File: src/rtl/id_run_counter.sv
// id_run_counter
//   Counts closed runs of identifier characters (a letter followed by one or
//   more digits) reported by an upstream recogniser through 'match'.
//   A run opens on the first valid beat with match=1 and closes on a valid
//   beat with match=0 or on flush.  Closing updates the token statistics and
//   pulses tok_done on the following cycle.
//
//   Optional feature: define ID_RUN_MAXLEN_EN to track the longest closed run
//   on max_len.  Without it max_len is tied to zero.
//
// Ports
//   clk        clock, all state changes on its rising edge
//   rst_n      asynchronous active-low reset
//   in_valid   beat qualifier for char/match
//   char       character of the current beat
//   match      recogniser status after this char (1 = inside identifier)
//   flush      end of stream, closes any open run
//   clear      synchronous clear of all counters and state (highest priority)
//   tok_done   one-cycle pulse, a run closed on the previous beat
//   tok_cnt    number of closed runs, saturating
//   last_len   length of the most recently closed run
//   last_char  final character of the most recently closed run
//   max_len    longest closed run since reset/clear (0 if feature disabled)
module id_run_counter #(
   parameter int unsigned CNT_W = 16,
   parameter int unsigned LEN_W = 8
) (
   input  logic             clk,
   input  logic             rst_n,
   input  logic             in_valid,
   input  logic [7:0]       char,
   input  logic             match,
   input  logic             flush,
   input  logic             clear,
   output logic             tok_done,
   output logic [CNT_W-1:0] tok_cnt,
   output logic [LEN_W-1:0] last_len,
   output logic [7:0]       last_char,
   output logic [LEN_W-1:0] max_len
);

   typedef enum logic {
      IDLE = 1'b0,
      RUN  = 1'b1
   } state_t;

   localparam logic [LEN_W-1:0] LEN_ONE = {{(LEN_W-1){1'b0}}, 1'b1};
   localparam logic [CNT_W-1:0] CNT_ONE = {{(CNT_W-1){1'b0}}, 1'b1};

   state_t           state;
   logic [LEN_W-1:0] run_len;
   logic [7:0]       cand_char;

   logic             beat_hit;
   logic [LEN_W-1:0] run_inc;
   logic             close;
   logic [LEN_W-1:0] close_len;
   logic [7:0]       close_char;

   assign beat_hit = in_valid & match;
   assign run_inc  = (run_len == '1) ? run_len : run_len + LEN_ONE;

   // A matching beat arriving together with flush is folded into the run
   // before it closes, so the closing length/char may come from this beat.
   always_comb begin
      close      = 1'b0;
      close_len  = run_len;
      close_char = cand_char;
      if (state == RUN) begin
         if (beat_hit) begin
            close_len  = run_inc;
            close_char = char;
         end
         close = flush | (in_valid & ~match);
      end else if (flush & beat_hit) begin
         close      = 1'b1;
         close_len  = LEN_ONE;
         close_char = char;
      end
   end

   always_ff @(posedge clk or negedge rst_n) begin
      if (!rst_n) begin
         state     <= IDLE;
         run_len   <= '0;
         cand_char <= '0;
         tok_done  <= 1'b0;
         tok_cnt   <= '0;
         last_len  <= '0;
         last_char <= '0;
`ifdef ID_RUN_MAXLEN_EN
         max_len   <= '0;
`endif
      end else if (clear) begin
         state     <= IDLE;
         run_len   <= '0;
         cand_char <= '0;
         tok_done  <= 1'b0;
         tok_cnt   <= '0;
         last_len  <= '0;
         last_char <= '0;
`ifdef ID_RUN_MAXLEN_EN
         max_len   <= '0;
`endif
      end else begin
         tok_done <= close;
         if (close) begin
            // The closing beat never opens a new run; the next match=1 beat does.
            state     <= IDLE;
            run_len   <= '0;
            last_len  <= close_len;
            last_char <= close_char;
            if (tok_cnt != '1) begin
               tok_cnt <= tok_cnt + CNT_ONE;
            end
`ifdef ID_RUN_MAXLEN_EN
            if (close_len > max_len) begin
               max_len <= close_len;
            end
`endif
         end else if (beat_hit) begin
            state     <= RUN;
            run_len   <= (state == RUN) ? run_inc : LEN_ONE;
            cand_char <= char;
         end
      end
   end

`ifndef ID_RUN_MAXLEN_EN
   assign max_len = '0;
`endif

endmodule

File: config.mk
export PLATFORM = sky130hd
export DESIGN_NAME = id_run_counter
export DESIGN_NICKNAME = d
export VERILOG_FILES = /design/src/rtl/id_run_counter.sv
export SDC_FILE = /design/constraint.sdc
export NUM_CORES = 1
export LEC_CHECK = 0
export CAP_MARGIN = 20
export CORE_MARGIN = 1
export CORE_UTILIZATION = 50
export CTS_CLUSTER_DIAMETER = 120
export DETAILED_ROUTE_END_ITERATION = 6
export PLACE_DENSITY = 0.84
export SLEW_MARGIN = 20
export SYNTH_ARGS = -nofsm -noshare
export SYNTH_HDL_FRONTEND = slang
export SYNTH_SLANG_ARGS = --single-unit
File: constraint.sdc
create_clock -name clk -period 2.5 [get_ports clk]
set_input_delay 0.375 -clock clk [delete_from_list [all_inputs] [get_ports clk]]
set_output_delay 0.375 -clock clk [all_outputs]
set_load 0.03 [all_outputs]
==> results.md <==
- Worst skew pair latency: 300 ps
- LEAKAGE: 1.32 nW
- First-pass GRT wire length: 9600 µm
- Count of maximum capacitance violations: 0
- List of cells traversed by the critical path: ha_1 -> nand2_1 -> and2b_1 -> or4_1 -> a21oi_1
- Number of ports placed on the die boundary: 55
- Clock transition at the registers of the reported paths: 80 ps
- CTS Buffer Depth: 2
- Endpoint type of the worst setup path: flip-flop
- Diodes inserted: 0
- DRC viols: 0
- Number of antenna violations at the first check in global routing: 0
- Period utilization: 80.9%
- Switching part of the total power: 28.0%
- Average wire length per cell after detail routing: 14.7 µm
- Total count of hold-check failures in the final report: 0
- Req. time, crit path: 2730 ps
- Clock tree from TritonCTS: done
- Maximum number of pins on one net before global-route repair: 51
- Logic gate share of total power: 16.4%
- Sinks on Clock Net: 50
- Cell with the largest stage delay on the worst path: or4_1
- Critical path buffer and inverter count: 0
- Overall die width: 75.0 µm
- Cell count along the critical path: 5
- Worst max-slew margin expressed relative to the limit: 59.7%
- Clock Root Buffer: clkbuf_8
- Number of max-slew violations in the final report: 0
- RSZ-0062 raised after global routing: no
- Most used standard cell by instance count after synthesis: dfrtp_1
- Crit Path Max Fanout: 16
- Arrival time at the worst endpoint: 2250 ps
- Maximum level of the CTS H-tree: 2
- Critical Path Start: tok_cnt[0]$_DFFE_PN0P_
- Highest cell delay on the worst timing path: 530 ps
- Initial DRC Count: 180
- Setup Fix Bufs, Post-CTS: 0
- Power per standard cell area: 482 nW/µm²
- Seq/Total Area, Yosys: 46.9%
- Setup CP Type: reg2reg
- Post-Synthesis Mean Instance Area: 9.29 µm²
- Number of synthesized flops with an enable pin: 0
- Chip Height: 75.0 µm
- Cell count of the worst reg-to-reg path: 5
- Net switching power figure: 0.000435 W
- Synthesized flop and latch total: 50
- VDD IR max: 0.234 mV
- Reg2reg start: tok_cnt[0]$_DFFE_PN0P_
- Share of flip-flops with an asynchronous set or reset after synthesis: 100%
- Synth Warn #: 0
- Largest area contributor in the netlist: dfrtp_1
- Clock skew: 3.89 ps
- Number of hold buffers added after CTS: 0
- Total negative setup slack: 0 ps
- Number of cells produced by synthesis: 287
- Starting density of the core: 52.2%
- Total number of placement rows: 26
- Slew at the pin closest to its max-slew limit: 589 ps
- Post-route antenna net violation count: 0
- Global-route congestion overflow total: 0
- DIE AREA: 5630 µm²
- Final Util: 63.2%
- Yosys cell types: 47
- Top cells by area, synth: dfrtp_1 47%, a21oi_1 5.3%, nand2_1 4.1%, a211oi_1 3.9%, nand3_1 3.9%
- Gp weighted congestion: 0.869
- Sequential share of power: 54.9%
- GRT Resource Usage Total: 22.1%
- Minimum clock period after layout: 2020 ps
- Fraction of final layout cells sized beyond drive strength 1: 6.69%
- Outcome: finished, final reports clean
- Vias per inst: 5.81
- Area share of the leading cell type in the synthesized netlist: 46.9%
- Number of buffers inserted during clock tree synthesis: 5
- Total standard cell area after synthesis: 2670 µm²
- Most used flip-flop cell after synthesis: dfrtp_1
- Total Wirelength: 5870 µm
- HPWL after detailed placement: 4090 µm
- Number of port buffers: 46
- Via count: 2317
- Most instantiated cells after synthesis: 50 x dfrtp_1, 29 x nand2_1, 28 x a21oi_1
- Number of instances resized during post-cts repair: 0
- Via count of the first global-routing pass: 2155
- Part of the power in the clock network: 28.7%
- Area added between synthesis and finish: 21.1%
- Internal: 0.00112 W
- Gate family responsible for the most delay along the worst path: simple AND/OR/NAND/NOR gates
- Final setup vio count: 0
- Core area: 5110 µm²
- Timing-limited maximum frequency: 494 MHz
- Class of the worst hold path: in2async
- Number of nets in the final layout: 345
- Crit path launch type: flip-flop
- Number of iterations in the first detailed-routing pass: 5
## metal layers
metal | track usage [%] | wire length (µm) | vias up
li1 | - | - | 1120
met1 | 28.4 | 2640 | 1120
met2 | 38.2 | 2900 | 70
met3 | 4.28 | 273 | 7
met4 | 6.08 | 66 | 0
met5 | 0 | 0 | -
## worst register-to-register path, stage by stage (launching register included)
cell	delay, ps
dfrtp_1	420
ha_1	290
nand2_1	190
and2b_1	360
or4_1	530
a21oi_1	160
## kinds of logic after synthesis
group,synth area share (%)
and+or+nand+nor,21.3
buffers and inverters,6.24
adders and majority gates,0.938
muxes,3.85
AOI/OAI and AO/OA,19.3
DFF,46.9
xor gates and xnor gates,1.31
other,0.141
## sequential cells by signal, summed over array words and instances (netlist names)
signal     flops
tok_cnt       16
cand_char      8
last_char      8
last_len       8
run_len        8
state          1
tok_done       1
## path summary, 6_finish.rpt
path	to	slack [ps]
max in group asynchronous	cand_char[2]$_DFFE_PN0N_	1920
min in group clk	last_len[6]$_DFFE_PN0N_	490
min reg2reg	last_len[6]$_DFFE_PN0N_	490
max	tok_cnt[7]$_DFFE_PN0P_	480
max reg2reg	tok_cnt[7]$_DFFE_PN0P_	480
min	run_len[2]$_DFFE_PN0P_	160
## power groups by stage
stage / Clock [W] / Combinational [W] / Sequential, W
finish: 0.000447 / 0.000255 / 0.000854
detailed placement: 0 / 0.000257 / 0.000870
CTS: 0.000450 / 0.000257 / 0.000854
floorplan: 0 / 0.000128 / 0.000902
global route: 0.000479 / 0.000280 / 0.000858
global placement: 0 / 0.000252 / 0.000868
## cells in the final DEF (no fill, tap or decap), types with 2 or more instances in the layout
master / netlist / layout
nand2_1: 29 / 29
clkbuf_8: 0 / 5
nor3_1: 4 / 4
clkdlybuf4s50_1: 0 / 45
xnor2_1: 4 / 4
buf_4: 10 / 9
clkbuf_1: 12 / 2
nand4_1: 5 / 5
nand3b_1: 2 / 2
nor2b_1: 4 / 4
a32o_1: 3 / 3
nor2_1: 24 / 24
a41oi_1: 2 / 2
o21ai_1: 2 / 3
ha_1: 2 / 2
mux2i_1: 8 / 8
mux2_2: 2 / 2
a21oi_1: 28 / 28
o21ai_0: 8 / 7
inv_1: 4 / 4
and2b_1: 2 / 2
o31ai_1: 8 / 8
conb_1: 1 / 8
or4_1: 6 / 6
a31oi_1: 3 / 3
a211oi_1: 14 / 14
nand3_1: 21 / 21
dfrtp_1: 50 / 50
a21o_1: 2 / 2
and3_1: 3 / 3
or3_1: 3 / 3
## layout make-up
type | instances | area [µm²]
Clock buffer | 7 | 76.3
Fill cell | 450 | 1880
Inverter | 4 | 15.0
Multi-Input combinational cell | 213 | 1280
Sequential cell | 50 | 1250
Tap cell | 70 | 87.6
Timing Repair Buffer | 55 | 523
## per-stage QoR
stage               std cells  power, W  setup slack [ps]  hold WS, ps  area (µm²)
floorplan                 294   0.00103               627         79.4        2690
global placement          392   0.00112               304          465        3150
detailed placement        392   0.00113               223          478        3150
CTS                       399   0.00156               500          196        3230
global route              399   0.00162               316          232        3230
finish                    399   0.00156               477          164        3230
Note: power is estimated with default switching activity, not from simulation.
